File: src/rtl/mul_sched_pkg.sv
// Shared widths, FSM encoding and helpers for the shared multiply/popcount scheduler.
package mul_sched_pkg;
    localparam int A_W         = 24;
    localparam int W_W         = 32;
    localparam int CNT_W       = 16;
    localparam int PROD_W      = 2 * A_W;
    localparam int MULT_CYCLES = 24;

    typedef enum logic [1:0] {
        IDLE  = 2'd0,
        MULT  = 2'd1,
        COUNT = 2'd2,
        RESP  = 2'd3
    } state_t;

    function automatic logic [5:0] popcount32(input logic [31:0] v);
        logic [5:0] c;
        c = '0;
        for (int i = 0; i < 32; i++) c = c + {5'b0, v[i]};
        return c;
    endfunction
endpackage

File: src/rtl/mul_shift_core.sv
// Iterative 24x24 shift-add multiplier: one multiplier bit per cycle, fixed 24-cycle latency.
module mul_shift_core
    import mul_sched_pkg::*;
(
    input  logic              clk,
    input  logic              n_reset,
    input  logic              start,
    input  logic [A_W-1:0]    a1,
    input  logic [A_W-1:0]    a2,
    output logic              done,
    output logic [PROD_W-1:0] product
);
    logic [A_W-1:0]    a1_q, a2_q;
    logic [PROD_W-1:0] acc;
    logic [4:0]        idx;
    logic              run;

    always_ff @(posedge clk or negedge n_reset) begin
        if (!n_reset) begin
            a1_q <= '0;
            a2_q <= '0;
            acc  <= '0;
            idx  <= '0;
            run  <= 1'b0;
        end else if (start) begin
            a1_q <= a1;
            a2_q <= a2;
            acc  <= '0;
            idx  <= '0;
            run  <= 1'b1;
        end else if (run) begin
            // No early exit on zero multiplier bits: latency must not depend on operands.
            if (a2_q[idx]) acc <= acc + ({{A_W{1'b0}}, a1_q} << idx);
            idx <= idx + 5'd1;
            if (done) run <= 1'b0;
        end
    end

    assign done    = run && (idx == 5'(MULT_CYCLES - 1));
    assign product = acc;
endmodule

File: src/rtl/mul_sched.sv
// Round-robin scheduler sharing one multiply + ones-count datapath between two requesters.
module mul_sched
    import mul_sched_pkg::*;
(
    input  logic             clk,
    input  logic             n_reset,
    input  logic             req0,
    input  logic [A_W-1:0]   a1_0,
    input  logic [A_W-1:0]   a2_0,
    output logic             ack0,
    input  logic             req1,
    input  logic [A_W-1:0]   a1_1,
    input  logic [A_W-1:0]   a2_1,
    output logic             ack1,
    output logic             resp_valid,
    output logic             resp_id,
    output logic [W_W-1:0]   resp_w,
    output logic             resp_ovf,
    output logic [5:0]       resp_ones,
    output logic             busy,
    output logic [CNT_W-1:0] op_count
);
    state_t            state, next;
    logic              last_grant, cur_id;
    logic              grant0, grant1, start, done;
    logic [CNT_W-1:0]  cnt_q;
    logic [PROD_W-1:0] product;

    // Tie goes to the requester that was not served last.
    assign grant0 = req0 && (!req1 || last_grant);
    assign grant1 = req1 && (!req0 || !last_grant);

    always_comb begin
        next  = state;
        start = 1'b0;
        case (state)
            IDLE: begin
                if (grant0 || grant1) begin
                    start = 1'b1;
                    next  = MULT;
                end
            end
            MULT:    if (done) next = COUNT;
            COUNT:   next = RESP;
            RESP:    next = IDLE;
            default: next = IDLE;
        endcase
    end

    always_ff @(posedge clk or negedge n_reset) begin
        if (!n_reset) begin
            state      <= IDLE;
            last_grant <= 1'b1;
            cur_id     <= 1'b0;
            resp_id    <= 1'b0;
            resp_w     <= '0;
            resp_ovf   <= 1'b0;
            resp_ones  <= '0;
            cnt_q      <= '0;
        end else begin
            state <= next;
            if (start) begin
                last_grant <= grant1;
                cur_id     <= grant1;
            end
            // Results and count land together so they are coherent in the RESP cycle.
            if (state == COUNT) begin
                resp_w    <= product[W_W-1:0];
                resp_ones <= popcount32(product[31:0]);
                resp_ovf  <= |product[PROD_W-1:32];
                resp_id   <= cur_id;
                cnt_q     <= cnt_q + 1'b1;
            end
        end
    end

    mul_shift_core u_core (
        .clk     (clk),
        .n_reset (n_reset),
        .start   (start),
        .a1      (grant1 ? a1_1 : a1_0),
        .a2      (grant1 ? a2_1 : a2_0),
        .done    (done),
        .product (product)
    );

    assign ack0       = start && grant0;
    assign ack1       = start && grant1;
    assign busy       = (state != IDLE) || start;
    assign resp_valid = (state == RESP);
    assign op_count   = cnt_q;
endmodule
File: config.mk
export PLATFORM = sky130hd
export DESIGN_NAME = mul_sched
export DESIGN_NICKNAME = d
export VERILOG_FILES = /design/src/rtl/mul_sched_pkg.sv /design/src/rtl/mul_shift_core.sv /design/src/rtl/mul_sched.sv
export SDC_FILE = /design/constraint.sdc
export NUM_CORES = 1
export LEC_CHECK = 0
export ABC_AREA = 1
export BUFFER_PORTS_ARGS = -buffer_cell sky130_fd_sc_hd__buf_2
export CAP_MARGIN = 20
export CORE_MARGIN = 1
export CORE_UTILIZATION = 60
export CTS_CLUSTER_SIZE = 16
export DETAILED_ROUTE_END_ITERATION = 10
export PLACE_DENSITY_LB_ADDON = 0.12
export SLEW_MARGIN = 10
export SYNTH_ARGS = -nofsm -noshare
export SYNTH_HDL_FRONTEND = slang
export SYNTH_SLANG_ARGS = --single-unit
export TNS_END_PERCENT = 100
File: constraint.sdc
create_clock -name clk -period 6.1 [get_ports clk]
set_input_delay 0.61 -clock clk [delete_from_list [all_inputs] [get_ports clk]]
set_output_delay 0.61 -clock clk [all_outputs]
set_load 0.02 [all_outputs]
==> results of run 1 <==
[kinds of logic after synthesis]
kind of cell	Yosys count	share of synthesized area
compound gates	319	0.132
xor+xnor	42	0.0285
fa+ha+maj	85	0.0971
buf+inv	343	0.107
flops	162	0.315
mux	13	0.0101
simple gates	985	0.311
[per-stage QoR]
step,hold slack [ns],area [um^2],utilization,std cells
3_5_place_dp,0.453,13800,0.655,2324
2_1_floorplan,0.314,12900,-,1949
4_1_cts,0.367,14400,0.685,2356
6_report,0.115,14400,0.687,2357
3_3_place_gp,0.449,13800,0.655,2324
5_1_grt,0.127,14400,0.687,2357
[registers in the layout, indices dropped and copies added (netlist names)]
name and flops:
cur_id 1, last_grant 1, op_count 16, resp_id 1, resp_ones 6, resp_ovf 1, resp_w 32, state 2
u_core.a1_q 24, u_core.a2_q 24, u_core.idx 5, u_core.product 48, u_core.run 1
[final timing paths]
kind | from | endpoint | slack [ns] | cells past startpoint
setup / recovery | u_core.product[17] | resp_ones[5] | 1.25 | 17
hold / removal | n_reset | op_count[14] | 0.12 | 1
setup reg to reg | u_core.product[17] | resp_ones[5] | 1.25 | 17
hold reg to reg | resp_w[22] | resp_w[22] | 0.47 | 2
max in group asynchronous | n_reset | u_core.product[43] | 4.89 | 2
min in group clk | a1_1[15] | u_core.a1_q[15] | 0.43 | 3
[final cells by class]
type                    instances  area, um^2  area share
flip-flops and latches        162        4060       0.281
repair buffers                173         927      0.0642
clock inverters                15         208      0.0144
clock buffers                  17         425      0.0295
inverters                     271        1020      0.0705
well taps                     275         344      0.0238
multi-input cells            1444        7460       0.517
[synthesized netlist by cell type (all sizes together) (7+ instances only)]
library cell / instances / area (um^2)
nor3: 24 / 120
xor2: 11 / 96.3
nand4: 16 / 100
nand3: 78 / 403
a21oi: 47 / 243
buf: 33 / 221
o21ai: 219 / 1110
nor4: 7 / 43.8
ha: 60 / 751
inv: 270 / 1010
mux2i: 13 / 130
nand3b: 17 / 128
o22ai: 37 / 231
nand2: 648 / 2440
xnor2: 31 / 272
clkbuf: 39 / 146
dfrtp: 161 / 4030
fa: 25 / 500
nor2: 182 / 686
[worst max-delay path: cells and delay by family, from the launching register on]
kind	cells	cell delay, ns
AOI/OAI and AO/OA	3	0.61
adders and majority gates	7	3.20
buffers and inverters	5	0.33
DFF	1	0.45
and+or+nand+nor	2	0.16
[metal layers]
metal / wire length (um) / track usage / vias to the layer above
met3: 2610 / 0.0512 / 88
met4: 1320 / 0.136 / 0
met1: 17100 / 0.498 / 6011
met5: 0 / 0 / -
li1: - / - / 6436
met2: 17800 / 0.592 / 516
==> results.py, run 1 <==
metrics = {
    "global_route": {
        "track_usage": 0.366,
        "grt_pass1_wl_mm": 62.8,
        "grt_pass1_vias": 12300,
        "grt_overflow": 0,
        "grt_max_degree": 114,
        "antenna_found_initial": 0,
    },
    "placement": {
        "place.gp.congestion": 1.05,
        "pre_cts_ws_ns": 1.29,
        "io_buffers": 159,
        "hpwl_mm": 29.8,
    },
    "setup_path": {
        "cp_max_fo": 4,
        "crit_chain": "fa_1, inv_1, fa_1, inv_1, fa_1, fa_1, fa_1, inv_1, fa_1, inv_1, ha_1, a21oi_1, inv_1, a31oi_1, nor2_1, o211ai_1, nand2_1",
        "crit_required_ns": 6.43,
        "max_stage_delay_ns": 0.56,
        "path_class": "register to register",
        "crit_path_start_kind": "register",
        "cp_common_cell": "fa_1",
        "arrival_ns": 5.18,
        "crit_path_top_delay_cell": "fa_1",
        "end_kind": "register",
    },
    "timing": {
        "tightest_slew_ns": 0.996,
        "drv_slew": 0,
        "setup_ws_ns": 1.25,
        "period_minus_slack_ns": 4.85,
        "finalHoldViolCount": 0,
        "setup_viol": 0,
        "relSlewSlack": 0.335,
        "setup_tns_ns": 0,
        "skew_ns": 0.0159,
        "post-route-period-util": 0.795,
        "rsz0062_at_grt": "false",
        "maxClockFrequency_mhz": 206,
    },
    "cts": {
        "cts_tree": "built",
        "cts_resized": 0,
        "numCtsBuffers": 17,
        "h-tree-depth": 4,
        "numClockSinks": 162,
        "ctsHoldBuffers": 0,
        "cts_setup_buffers": 0,
        "clock_latency_ns": 0.44,
        "cts.path.max_buffers": 2,
        "clk_pin_slew_ns": 0.08,
        "clock-root-buffer": "clkbuf_16",
    },
    "route": {
        "firstDrtPassIters": 6,
        "vias": 13100,
        "routed_via_density": 5.54,
        "postRouteAntennaNets": 0,
        "drt_iter0_markers": 1202,
        "finalWirelength_mm": 38.7,
        "drc": 0,
        "wl_per_cell_um": 16.4,
    },
    "yosys": {
        "synth_edf_count": 0,
        "syn_area_um2": 12900,
        "yosysSeqAreaShare": 0.315,
        "avgSynthCellArea_um2": 6.61,
        "synth_cell_types": 44,
        "synthArstFlopShare": 1.00,
        "syn-instance-count": 1949,
        "yosys_warnings": 0,
        "synth_fp_nets": 2134,
        "synthFlopType": "dfrtp_1",
        "ys_seq_elements": 162,
    },
    "die": {
        "chipHeight_um": 149,
        "start_util": 0.613,
        "chipWidth_um": 149,
        "std_cell_rows": 53,
        "core_um2": 21000,
        "top_level_ports": 160,
        "dieArea_um2": 22100,
    },
    "run_status": {
        "status": "completed",
    },
    "layout": {
        "nFillCells": 1888,
        "syn_to_final_growth_pct": 12.0,
        "mostFrequentLayoutCells": "646 x nand2_1, 266 x inv_1, 181 x nor2_1",
        "antenna_cells": 0,
        "layout_commonest_cell": "nand2_1",
        "layout.nets": 2254,
        "drive_above_1_share": 0.106,
    },
    "job": {
        "max_cap_viol_count": 0,
    },
    "worst_hold_path": {
        "hold_class": "primary input to asynchronous set/reset pin",
    },
}
Power of run 1 is left out: the tool's default activity adds up to more than one toggle a clock period on the data nets, which glitch-free logic cannot reach.
==> inputs of run 2 (changes only) <==
--- a/config.mk
+++ b/config.mk
@@ -5,11 +5,11 @@
 export SDC_FILE = /design/constraint.sdc
 export NUM_CORES = 1
 export LEC_CHECK = 0
-export ABC_AREA = 1
+export ABC_AREA = 0
 export BUFFER_PORTS_ARGS = -buffer_cell sky130_fd_sc_hd__buf_2
 export CAP_MARGIN = 20
 export CORE_MARGIN = 1
-export CORE_UTILIZATION = 60
+export CORE_UTILIZATION = 53
 export CTS_CLUSTER_SIZE = 16
 export DETAILED_ROUTE_END_ITERATION = 10
 export PLACE_DENSITY_LB_ADDON = 0.12
==> constraint.sdc (replaced) <==
create_clock -name clk -period 4.4 [get_ports clk]
set_input_delay 0.44 -clock clk [delete_from_list [all_inputs] [get_ports clk]]
set_output_delay 0.44 -clock clk [all_outputs]
set_load 0.02 [all_outputs]
==> results.py, run 2 <==
metrics = {
    "run_status": {
        "status": "complete, but fails checks",
        "violations": "setup timing",
    },
    "route": {
        "postRouteAntennaNets": 0,
        "drc": 0,
        "vias": 10300,
        "route.met2.wl_mm": 14.2,
        "firstDrtPassIters": 6,
        "m1WireLength_mm": 14.2,
        "routed.top_layer": "met4",
        "wl_per_cell_um": 16.9,
        "wl_met3_mm": 1.41,
        "drt_iter0_markers": 715,
        "finalWirelength_mm": 30.7,
        "routed_via_density": 5.69,
    },
    "yosys": {
        "yosysMostFrequentCell": "dfrtp_1",
        "syn_area_um2": 11800,
        "synth_cell_types": 65,
        "ys_seq_elements": 162,
        "synth_edf_count": 0,
        "synth_area_leader_cell": "dfrtp_1",
        "yosysSeqAreaShare": 0.344,
        "synthTopCellsByArea": "dfrtp_1 34%, mux2i_1 7.0%, ha_1 6.4%, mux2_2 5.2%, o21ai_0 4.9%",
        "synthArstFlopShare": 1.00,
        "synth.cells.most_frequent": "161 x dfrtp_1, 147 x nand2_1, 124 x nor2_1",
        "yosys_warnings": 0,
        "syn-instance-count": 1324,
        "synth_fp_nets": 1509,
        "synthFlopType": "dfrtp_1",
        "avgSynthCellArea_um2": 8.92,
        "synth_top_area_frac": 0.341,
    },
    "timing": {
        "skew_ns": 0.0160,
        "worst_hold_slack_ns": 0.0457,
        "setup_ws_ns": -0.286,
        "tightest_slew_ns": 0.918,
        "maxClockFrequency_mhz": 213,
        "rsz0062_at_grt": "true",
        "relSlewSlack": 0.388,
        "period_minus_slack_ns": 4.69,
        "drv_slew": 0,
        "finalHoldViolCount": 0,
        "setup_tns_ns": -0.780,
        "post-route-period-util": 1.07,
        "setup_viol": 5,
    },
    "setup_path": {
        "crit_path_start_kind": "register",
        "path_class": "register to register",
        "crit_required_ns": 4.73,
        "arrival_ns": 5.02,
        "cp_max_fo": 2,
        "r2r_slack_ns": -0.29,
        "end_kind": "register",
        "rr_worst_depth": 14,
        "reg2reg_from": "u_core.product[17]",
        "rr_endpoint": "resp_ones[4]",
    },
    "layout": {
        "mostFrequentLayoutCells": "160 x dfrtp_1, 158 x buf_2, 147 x nand2_1",
        "syn_to_final_growth_pct": 21.3,
        "layout_commonest_cell": "dfrtp_1",
        "largest_reg_flops": 48,
        "fin_cells": 1818,
        "layout.nets": 1711,
        "drive_above_1_share": 0.271,
        "design_area_um2": 14300,
        "antenna_cells": 0,
    },
    "cts": {
        "h-tree-depth": 4,
        "clk_pin_slew_ns": 0.08,
        "clock_latency_ns": 0.44,
        "ctsHoldBuffers": 0,
        "cts_tree": "built",
        "numCtsBuffers": 17,
        "cts.path.max_buffers": 2,
        "clock-root-buffer": "clkbuf_16",
        "numClockSinks": 162,
    },
    "global_route": {
        "track_usage": 0.277,
        "grt_pass1_wl_mm": 49.0,
        "grt_pass1_vias": 9648,
        "grt_max_degree": 96,
        "grt_overflow": 0,
        "antenna_found_initial": 0,
    },
    "die": {
        "dieArea_um2": 22900,
        "std_cell_rows": 54,
        "start_util": 0.541,
        "chipHeight_um": 151,
        "chipWidth_um": 151,
        "top_level_ports": 160,
        "core_um2": 21800,
    },
    "worst_hold_path": {
        "hold_class": "primary input to asynchronous set/reset pin",
    },
    "placement": {
        "place.gp.congestion": 0.948,
        "dp.cells": 1774,
        "io_buffers": 159,
        "hpwl_mm": 23.4,
        "placed_area_um2": 13400,
    },
    "job": {
        "max_cap_viol_count": 0,
    },
}
-- run 2: kinds of logic (layout without fill, tap and decap cells) --
kind of cell / after synthesis / in the layout / synth area share
compound gates: 339 / 339 / 0.171
xor+xnor: 62 / 62 / 0.0460
mux: 148 / 148 / 0.143
flops: 162 / 162 / 0.344
simple gates: 378 / 378 / 0.142
buf+inv: 150 / 364 / 0.0491
fa+ha+maj: 85 / 85 / 0.106
-- run 2: area by class of cell --
cell class	count	area [um^2]
Fill cell	1818	7510
Clock buffer	17	425
Multi-Input combinational cell	1012	7400
Timing Repair Buffer	265	1670
Clock inverter	14	155
Tap cell	280	350
Sequential cell	162	4060
Inverter	68	255
-- run 2: worst max-delay path: stages, from the launching register on --
cell and delay, ns:
dfrtp_1 0.40, fa_1 0.55, inv_1 0.05, fa_1 0.51
fa_1 0.44, fa_1 0.51, fa_1 0.43, fa_1 0.51
inv_2 0.05, ha_4 0.16, fa_2 0.36, a21o_1 0.17
a21oi_2 0.14, xnor2_1 0.06, mux2_2 0.25
-- run 2: worst max path at each step --
| stage | slack (ns) | cells after the start | start | endpoint |
|---|---|---|---|---|
| global route | -0.41 | 14 | u_core.product[17] | resp_ones[4] |
| CTS | -0.35 | 14 | u_core.product[17] | resp_ones[4] |
| floorplan | -0.24 | 14 | u_core.product[17] | resp_ones[4] |
| finish | -0.29 | 14 | u_core.product[17] | resp_ones[4] |
| detailed placement | -0.39 | 14 | u_core.product[17] | resp_ones[4] |
| global placement | -0.34 | 14 | u_core.product[23] | resp_ones[4] |
-- run 2: metal layers --
metal / up-vias / track usage
met2: 317 / 0.442
met1: 4885 / 0.377
met3: 55 / 0.0410
met4: 0 / 0.113
li1: 5086 / -
met5: - / 0
-- run 2: what timing repair did --
| item | 4_1_cts | 5_1_grt |
|---|---|---|
| endpoints found under the setup margin | 9 | 23 |
| pin swaps | 7 | 19 |
| resized for setup | 18 | 44 |
| setup buffers | 6 | 9 |
| gates cloned | 0 | 0 |
-- run 2: metrics by stage --
step,setup WS (ns),utilization
6_report,-0.286,0.656
5_1_grt,-0.407,0.656
4_1_cts,-0.347,0.647
3_5_place_dp,-0.394,0.616
3_3_place_gp,-0.336,0.616
2_1_floorplan,-0.244,-
Power of run 2 is left out for the same reason.
==> inputs of run 3 (changes only) <==
--- a/config.mk
+++ b/config.mk
@@ -5,7 +5,6 @@
 export SDC_FILE = /design/constraint.sdc
 export NUM_CORES = 1
 export LEC_CHECK = 0
-export ABC_AREA = 0
 export BUFFER_PORTS_ARGS = -buffer_cell sky130_fd_sc_hd__buf_2
 export CAP_MARGIN = 20
 export CORE_MARGIN = 1
==> constraint.sdc (replaced) <==
create_clock -name clk -period 4.4 [get_ports clk]
set_input_delay 0.22 -clock clk [delete_from_list [all_inputs] [get_ports clk]]
set_output_delay 0.22 -clock clk [all_outputs]
set_load 0.02 [all_outputs]
==> results.py, run 3 (synthesis gave the netlist of run 2 again) <==
metrics = {
    "global_route": {
        "antenna_found_initial": 0,
        "grtUsageMet3": 0.0358,
        "globalRouteMet1Util": 0.378,
        "top_usage_layer": "met2",
        "track_usage": 0.272,
        "met2_usage": 0.434,
        "grt_pass1_vias": 9402,
        "grt_max_degree": 112,
        "grt_pass1_wl_mm": 48.2,
        "grt_overflow": 0,
    },
    "timing": {
        "setup_viol": 4,
        "tightest_slew_ns": 1.02,
        "worst_hold_slack_ns": 0.0553,
        "setup_tns_ns": -0.667,
        "period_minus_slack_ns": 4.71,
        "maxClockFrequency_mhz": 212,
        "rsz0062_at_grt": "true",
        "post-route-period-util": 1.07,
        "setup_ws_ns": -0.308,
        "skew_ns": 0.0135,
        "drv_slew": 0,
        "relSlewSlack": 0.317,
        "finalHoldViolCount": 0,
    },
    "layout": {
        "layout.nets": 1699,
        "nFillCells": 1869,
        "drive_above_1_share": 0.265,
        "antenna_cells": 0,
        "largest_reg_flops": 48,
        "layout_commonest_cell": "dfrtp_1",
        "syn_to_final_growth_pct": 20.4,
        "mostFrequentLayoutCells": "160 x dfrtp_1, 158 x buf_2, 147 x nand2_1",
    },
    "setup_path": {
        "cp_max_fo": 2,
        "arrival_ns": 5.04,
        "path_class": "register to register",
        "end_kind": "register",
        "crit_path_start_kind": "register",
        "crit_required_ns": 4.73,
    },
    "route": {
        "vias": 10100,
        "postRouteAntennaNets": 0,
        "finalWirelength_mm": 30.1,
        "routed_via_density": 5.61,
        "drc": 0,
        "wl_per_cell_um": 16.7,
        "drt_iter0_markers": 760,
        "firstDrtPassIters": 6,
    },
    "cts": {
        "clock-root-buffer": "clkbuf_16",
        "h-tree-depth": 4,
        "numClockSinks": 162,
        "cts.path.max_buffers": 2,
        "clock_latency_ns": 0.44,
        "clk_pin_slew_ns": 0.08,
        "numCtsBuffers": 17,
        "cts_tree": "built",
    },
    "placement": {
        "hpwl_mm": 23.0,
        "place.gp.congestion": 0.931,
        "io_buffers": 159,
    },
    "job": {
        "max_cap_viol_count": 0,
    },
    "die": {
        "std_cell_rows": 54,
        "chipHeight_um": 151,
        "dieArea_um2": 22900,
        "core_um2": 21800,
        "top_level_ports": 160,
        "start_util": 0.541,
        "chipWidth_um": 151,
    },
    "run_status": {
        "status": "complete, but fails checks",
        "violations": "setup timing",
    },
    "worst_hold_path": {
        "hold_class": "primary input to register",
    },
}
-- run 3: metrics by stage --
stage | util | std cells | setup slack [ns] | cell area [um^2]
4_1_cts | 0.644 | 1804 | -0.330 | 14000
3_3_place_gp | 0.614 | 1770 | -0.333 | 13400
2_1_floorplan | - | 1324 | -0.244 | 11800
5_1_grt | 0.651 | 1807 | -0.416 | 14200
3_5_place_dp | 0.614 | 1770 | -0.396 | 13400
6_report | 0.651 | 1807 | -0.308 | 14200
-- run 3: repair_timing --
item                       4_1_cts  5_1_grt
setup buffers                    1        3
cloned                           0        0
pin swaps                        5        6
resized for setup               10       44
hold endpoints to repair        95        0
setup endpoints to repair        6       20
hold buffers                     1        0
-- run 3: worst paths after layout --
path                                       to  slack (ns)  cells after the start         startpoint
max                              resp_ones[4]       -0.31                     14  u_core.product[0]
min                           u_core.a1_q[15]        0.06                      3           a1_0[15]
max reg2reg                      resp_ones[4]       -0.31                     14  u_core.product[0]
min reg2reg                            cur_id        0.47                      1             cur_id
max in group asynchronous  u_core.product[45]        3.10                      3            n_reset
min in group asynchronous        op_count[14]        0.42                      2            n_reset
-- run 3: worst max-delay path: stages (launching register included) --
cell	delay, ns
dfrtp_1	0.36
inv_1	0.07
fa_1	0.51
fa_2	0.55
fa_2	0.44
fa_1	0.53
fa_1	0.43
fa_1	0.52
inv_2	0.05
ha_4	0.16
fa_2	0.35
a21o_1	0.17
a21oi_2	0.15
xnor2_1	0.07
mux2_4	0.25
-- run 3: cell type report --
| class | count | area [um^2] | share of cell area |
|---|---|---|---|
| Tap cell | 280 | 350 | 0.0246 |
| Inverter | 68 | 259 | 0.0182 |
| Clock buffer | 18 | 439 | 0.0309 |
| Timing Repair Buffer | 253 | 1560 | 0.110 |
| Clock inverter | 14 | 155 | 0.0109 |
| Multi-Input combinational cell | 1012 | 7390 | 0.520 |
| Sequential cell | 162 | 4060 | 0.285 |
-- run 3: routing by layer --
metal,vias up,part of all wire
met5,-,0
met4,0,0.021
met3,39,0.043
met2,313,0.46
met1,4752,0.47
li1,5034,-
Power of run 3 is left out for the same reason.
